--- src/rtl/uart_rx_fifo_param.sv ---
// uart_rx_fifo_param: oversampling UART receiver with show-ahead RX FIFO, sticky overrun and level IRQ.
// Optional parity checking is compiled in when UART_RX_PARITY_EN is defined.
module uart_rx_fifo_param #(
    parameter int DATA_BITS  = 8,
    parameter int OVERSAMPLE = 16,
    parameter int DIV_W      = 16,
    parameter int FIFO_DEPTH = 16
) (
    input  logic                              pclk,
    input  logic                              prst,
    input  logic [DIV_W-1:0]                  baud_div,
    input  logic                              stop2,
    input  logic                              parity_en,
    input  logic                              parity_odd,
    input  logic [$clog2(FIFO_DEPTH+1)-1:0]   irq_level,
    input  logic                              rx,
    input  logic                              rd_en,
    output logic [DATA_BITS+1:0]              rd_data,
    output logic                              rd_valid,
    output logic [$clog2(FIFO_DEPTH+1)-1:0]   fifo_count,
    output logic                              overrun,
    input  logic                              clr_ovr,
    output logic                              baud_tick,
    output logic                              uart_irq
);
    localparam int CW = $clog2(FIFO_DEPTH+1);
    localparam int AW = $clog2(FIFO_DEPTH);
    localparam int SW = $clog2(OVERSAMPLE);
    localparam int BW = $clog2(DATA_BITS);
`ifdef UART_RX_PARITY_EN
    typedef enum logic [2:0] {IDLE, START, DATA, PARITY, STOP} state_t;
`else
    typedef enum logic [2:0] {IDLE, START, DATA, STOP} state_t;
    logic unused_cfg;
    assign unused_cfg = parity_en ^ parity_odd;
`endif
    state_t state, state_n;
    logic rx_m, rx_s;
    logic [DIV_W-1:0] div_cnt, div_lim;
    logic [SW-1:0] s_cnt, s_n;
    logic [BW-1:0] bit_cnt, bit_n;
    logic [DATA_BITS-1:0] shreg, sh_n;
    logic perr, perr_n, ferr, ferr_n, stop_idx, stop_n, push, push_n;
    logic [DATA_BITS+1:0] mem [FIFO_DEPTH];
    logic [AW-1:0] wr_ptr, rd_ptr;
    logic do_pop, do_push, full;

    // two-flop synchroniser for the asynchronous serial input, idles high
    always_ff @(posedge pclk) begin
        if (prst) {rx_s, rx_m} <= 2'b11;
        else {rx_s, rx_m} <= {rx_m, rx};
    end

    // free-running divider; the new baud_div is latched only on reload
    always_ff @(posedge pclk) begin
        if (prst) begin
            div_cnt   <= '0;
            div_lim   <= '0;
            baud_tick <= 1'b0;
        end else if (div_cnt == div_lim) begin
            div_cnt   <= '0;
            div_lim   <= baud_div;
            baud_tick <= 1'b1;
        end else begin
            div_cnt   <= div_cnt + 1'b1;
            baud_tick <= 1'b0;
        end
    end

    // receiver state register; reset abandons any frame in flight
    always_ff @(posedge pclk) begin
        if (prst) begin
            state    <= IDLE;
            s_cnt    <= '0;
            bit_cnt  <= '0;
            shreg    <= '0;
            perr     <= 1'b0;
            ferr     <= 1'b0;
            stop_idx <= 1'b0;
            push     <= 1'b0;
        end else begin
            state    <= state_n;
            s_cnt    <= s_n;
            bit_cnt  <= bit_n;
            shreg    <= sh_n;
            perr     <= perr_n;
            ferr     <= ferr_n;
            stop_idx <= stop_n;
            push     <= push_n;
        end
    end

    // next-state: start qualified at half bit, later bits sampled mid-bit every OVERSAMPLE ticks
    always_comb begin
        state_n = state;
        s_n     = s_cnt;
        bit_n   = bit_cnt;
        sh_n    = shreg;
        perr_n  = perr;
        ferr_n  = ferr;
        stop_n  = stop_idx;
        push_n  = 1'b0;
        if (baud_tick) begin
            s_n = s_cnt + 1'b1;
            case (state)
                IDLE: begin
                    s_n = '0;
                    if (!rx_s) state_n = START;
                end
                START: if (s_cnt == SW'(OVERSAMPLE/2-1)) begin
                    s_n     = '0;
                    bit_n   = '0;
                    perr_n  = 1'b0;
                    ferr_n  = 1'b0;
                    state_n = rx_s ? IDLE : DATA;
                end
                DATA: if (s_cnt == SW'(OVERSAMPLE-1)) begin
                    s_n    = '0;
                    sh_n   = {rx_s, shreg[DATA_BITS-1:1]};
                    bit_n  = bit_cnt + 1'b1;
                    stop_n = 1'b0;
`ifdef UART_RX_PARITY_EN
                    if (bit_cnt == BW'(DATA_BITS-1)) state_n = parity_en ? PARITY : STOP;
`else
                    if (bit_cnt == BW'(DATA_BITS-1)) state_n = STOP;
`endif
                end
`ifdef UART_RX_PARITY_EN
                PARITY: if (s_cnt == SW'(OVERSAMPLE-1)) begin
                    s_n     = '0;
                    perr_n  = (^shreg ^ rx_s) != parity_odd;
                    state_n = STOP;
                end
`endif
                STOP: if (s_cnt == SW'(OVERSAMPLE-1)) begin
                    s_n    = '0;
                    ferr_n = ferr | ~rx_s;
                    stop_n = 1'b1;
                    if (stop_idx == stop2) begin
                        push_n  = 1'b1;
                        state_n = IDLE;
                    end
                end
                default: state_n = IDLE;
            endcase
        end
    end

    assign full     = fifo_count == CW'(FIFO_DEPTH);
    assign do_pop   = rd_en && rd_valid;
    assign do_push  = push && (!full || do_pop);
    assign rd_valid = fifo_count != '0;
    assign rd_data  = rd_valid ? mem[rd_ptr] : '0;
    assign uart_irq = (fifo_count >= irq_level && irq_level != '0) || overrun;

    // FIFO storage needs no reset; unread entries are masked by rd_valid
    always_ff @(posedge pclk) begin
        if (do_push) mem[wr_ptr] <= {perr, ferr, shreg};
    end

    // FIFO pointers, occupancy and sticky overrun (set wins over clear)
    always_ff @(posedge pclk) begin
        if (prst) begin
            wr_ptr     <= '0;
            rd_ptr     <= '0;
            fifo_count <= '0;
            overrun    <= 1'b0;
        end else begin
            wr_ptr     <= do_push ? wr_ptr + 1'b1 : wr_ptr;
            rd_ptr     <= do_pop ? rd_ptr + 1'b1 : rd_ptr;
            fifo_count <= fifo_count + CW'(do_push) - CW'(do_pop);
            overrun    <= (push && !do_push) ? 1'b1 : clr_ovr ? 1'b0 : overrun;
        end
    end
endmodule
--- config.mk ---
export PLATFORM = sky130hd
export DESIGN_NAME = uart_rx_fifo_param
export DESIGN_NICKNAME = d
export VERILOG_FILES = /design/src/rtl/uart_rx_fifo_param.sv
export SDC_FILE = /design/constraint.sdc
export NUM_CORES = 1
export LEC_CHECK = 0
export CELL_PAD_IN_SITES_DETAIL_PLACEMENT = 1
export CELL_PAD_IN_SITES_GLOBAL_PLACEMENT = 1
export CORE_MARGIN = 2
export CORE_UTILIZATION = 35
export CTS_BUF_LIST = sky130_fd_sc_hd__clkbuf_4
export CTS_CLUSTER_DIAMETER = 60
export DETAILED_ROUTE_END_ITERATION = 6
export GPL_TIMING_DRIVEN = 0
export PLACE_DENSITY = 0.62
export SKIP_LAST_GASP = 1
export SLEW_MARGIN = 15
export SYNTH_ARGS = -nofsm -noshare
export SYNTH_HDL_FRONTEND = slang
export SYNTH_SLANG_ARGS = --single-unit
--- constraint.sdc ---
create_clock -name pclk -period 6.2 [get_ports pclk]
set_input_delay 1.24 -clock pclk [delete_from_list [all_inputs] [get_ports pclk]]
set_output_delay 1.24 -clock pclk [all_outputs]
set_load 0.03 [all_outputs]
==> impl_results.md <==
* Slew margin rel. at 0.384
* Pwr/cell area at about 370 nW/um^2
* Yosys reg bits at approximately 220
* Nature of the critical path startpoint: input pin
* Total of max-cap violations at 0
* Finished Cell Area at ~10000 sq um
* Largest net degree at the start of global routing at 19
* Final Cycle Share at 0.772
* Period minus WS final at ~4800 ps
* Most used flip-flop cell after synthesis: edfxtp_1
* GRT overflow at 0
* Reg clk slew, reported paths at 70 ps
* Status: finished, final reports clean
* Htree depth at 2
* Detailed Route Iter0 Violations at ~280
* Synth Area per Inst at 14.5 sq um
* Layout area overhead at 17.5%
* TNS Setup at 0 ps
* Synth async-reset ratio at 0
* Register area at between 5000 and 6000 sq um
* Drt total wl at 20300 microns
* Buffers on Ports at 43
* Warnings, synthesis at 0
* Setup CP Type: input pin to output pin
* Static Leak at between 3 and 4 nW
* CP Capture Type: output pin
* First-pass detailed-route iteration total at 6
* Final Hold Fails at 0
* All-Layer GR Usage at 0.157
* Die X at around 160 microns
* Most common library cells after synthesis: edfxtp_1, dfxtp_1, nor2_1, mux2i_1, mux4_2
* Post-DP HPWL at about 14000 microns
* Crit path DAT at roughly 3600 ps
* Clk_lat worst skew at 660 ps
* Final setup viols at 0
* Footprint of the multi-input gates at slightly below 3000 sq um
* Placed Cells at slightly below 1000
* Ranking of synthesized cells by area: edfxtp_1, dfxtp_1, mux4_2
* Worst-path fanout max at 2
* Critical Path RT at slightly below 5000 ps
* Syn Nets at 667
* Setup WS post-layout at 1410 ps
* Nets at a little under 800
* Peak supply drop at approximately 0.23 mV
* TritonCTS clock tree: yes
* RSZ-0062 raised after global routing: no
* Fmax at 209 MHz
* Place WS at around 1400 ps
* Synthesized cell area at 8930 sq um
* Routed vias at about 5300
* Setup bufs post-CTS at 0
* Fin util at 0.418
* Worst Max-Slew Pin Slew at 921 ps
* Gp weighted congestion at slightly below 0.8
* Io pins at 48
* Wire per inst at 18.6 microns
* Largest area contributor in the netlist: edfxtp_1
* CTS Buffer Depth at 3
* First-pass GRT wire length at 32100 microns
* Vias in the first global route at just under 6000
* Slew Viols, Final at 0
* Post-DP Area at between 9000 and 10000 sq um
* Fillers at between 2000 and 3000
* Post-route DRC violation count at 0
* Resized cells post-CTS at 0
* Sequential fraction of the synthesis area at 0.648
* Synth unique cells at between 50 and 60
* Vias/cell at 4.89
* Die ar. at 26800 sq um
* Finished Layout Cells at roughly 1100
* Post-CTS Hold Fix Bufs at 0
* Cell count after synthesis at ~620
* Die height at 164 microns
* Share of layout cells above drive strength 1 at 0.193
* Remaining antenna violation count at 0
* Root Buffer: clkbuf_4
* EDFF count, synth at about 140
* Synth top area share at 0.484
* Hold crit path type: flip-flop to flip-flop
* Count leader, synth: edfxtp_1
* Initial antenna violation count at 2
* Core area at about 25000 sq um
* # rows at 58
* CTS buffer count at 57
* Starting Density at 0.356
* # clock sinks at roughly 220
* Worst Clk Skew at between 20 and 25 ps
routing by layer:
layer	GRT usage	routed length, microns	up-vias
met5	0	0	-
met4	0.0506	373	0
met3	0.0331	802	28
met2	0.276	10300	110
met1	0.192	8790	2665
li1	-	-	2519
cell families (layout without fill, tap and decap cells):
| logic type | count (synthesis) | count (layout) | share of synthesized area |
|---|---|---|---|
| other cells | 1 | 2 | 0.000420 |
| buf+inv | 52 | 193 | 0.0283 |
| fa+ha+maj | 21 | 21 | 0.0302 |
| mux | 72 | 72 | 0.131 |
| xor+xnor | 40 | 40 | 0.0392 |
| compound gates | 51 | 51 | 0.0340 |
| flops | 217 | 217 | 0.648 |
| simple gates | 163 | 163 | 0.0892 |
layout by cell type (no fill, tap or decap), types with 2 or more instances in the layout:
cell,instances
edfxtp_1,144
clkbuf_4,82
dfxtp_1,73
nor2_1,64
clkdlybuf4s50_1,43
mux4_2,36
mux2i_1,36
nand2_1,30
xnor2_1,23
a21oi_1,22
inv_1,21
ha_1,20
xor2_1,17
clkbuf_1,12
clkinv_1,11
nand4_1,10
o22ai_1,9
o21ai_0,9
nand2b_1,8
buf_4,7
and3_1,7
nand3_1,7
and2_1,6
nor3_1,6
buf_1,5
nor3_2,4
buf_2,3
nor3b_1,3
a21o_1,3
nor2b_1,3
buf_6,3
o221ai_1,2
nor4_1,2
and4_1,2
or2_2,2
registers in the layout, summed over array words and instances (netlist names), 2 cells and up, named ones only:
signal,flops
bit_cnt,3
div_cnt,16
mem,144
s_cnt,4
rd_ptr,4
fifo_count,5
div_lim,16
shreg,8
wr_ptr,4
state,2
through the flow:
| stage | power (mW) | hold WS, ps |
|---|---|---|
| 2_1_floorplan | 2.40 | 389 |
| 3_3_place_gp | 2.70 | 406 |
| 3_5_place_dp | 2.73 | 401 |
| 4_1_cts | 3.92 | 413 |
| 5_1_grt | 4.07 | 440 |
| 6_report | 3.85 | 406 |
power by group:
part	internal [mW]	switching [mW]
Combinational	0.504	0.548
Clock	0.603	0.563
Sequential	1.57	0.0554
critical path, cell delays in order:
cell and delay, ps:
clkdlybuf4s50_1 430, ha_1 290, nand2b_1 140, a21o_1 170, a21o_1 170, a2111oi_0 400
nor3_1 100, clkdlybuf4s50_1 610
cell type report:
| cell class | count | area share |
|---|---|---|
| multi-input combinational | 348 | 0.278 |
| inverter | 22 | 0.00787 |
| tap | 330 | 0.0393 |
| antenna | 1 | 0.000238 |
| timing repair buffer | 45 | 0.0424 |
| clock inverter | 14 | 0.00608 |
| buffer | 30 | 0.0162 |
| sequential | 217 | 0.551 |
| clock buffer | 82 | 0.0587 |
final timing paths:
| kind | from | to | slack, ps | depth (start not counted) |
|---|---|---|---|---|
| worst max-delay path | irq_level[0] | uart_irq | 1410 | 8 |
| worst min-delay path | rx_m$_SDFF_PP1_ | rx_s$_SDFF_PP1_ | 410 | 1 |
| worst max register to register | fifo_count[2]$_SDFF_PP0_ | fifo_count[4]$_SDFF_PP0_ | 3090 | 15 |
| worst min register to register | rx_m$_SDFF_PP1_ | rx_s$_SDFF_PP1_ | 410 | 1 |
(Power assumes the default switching activity.)
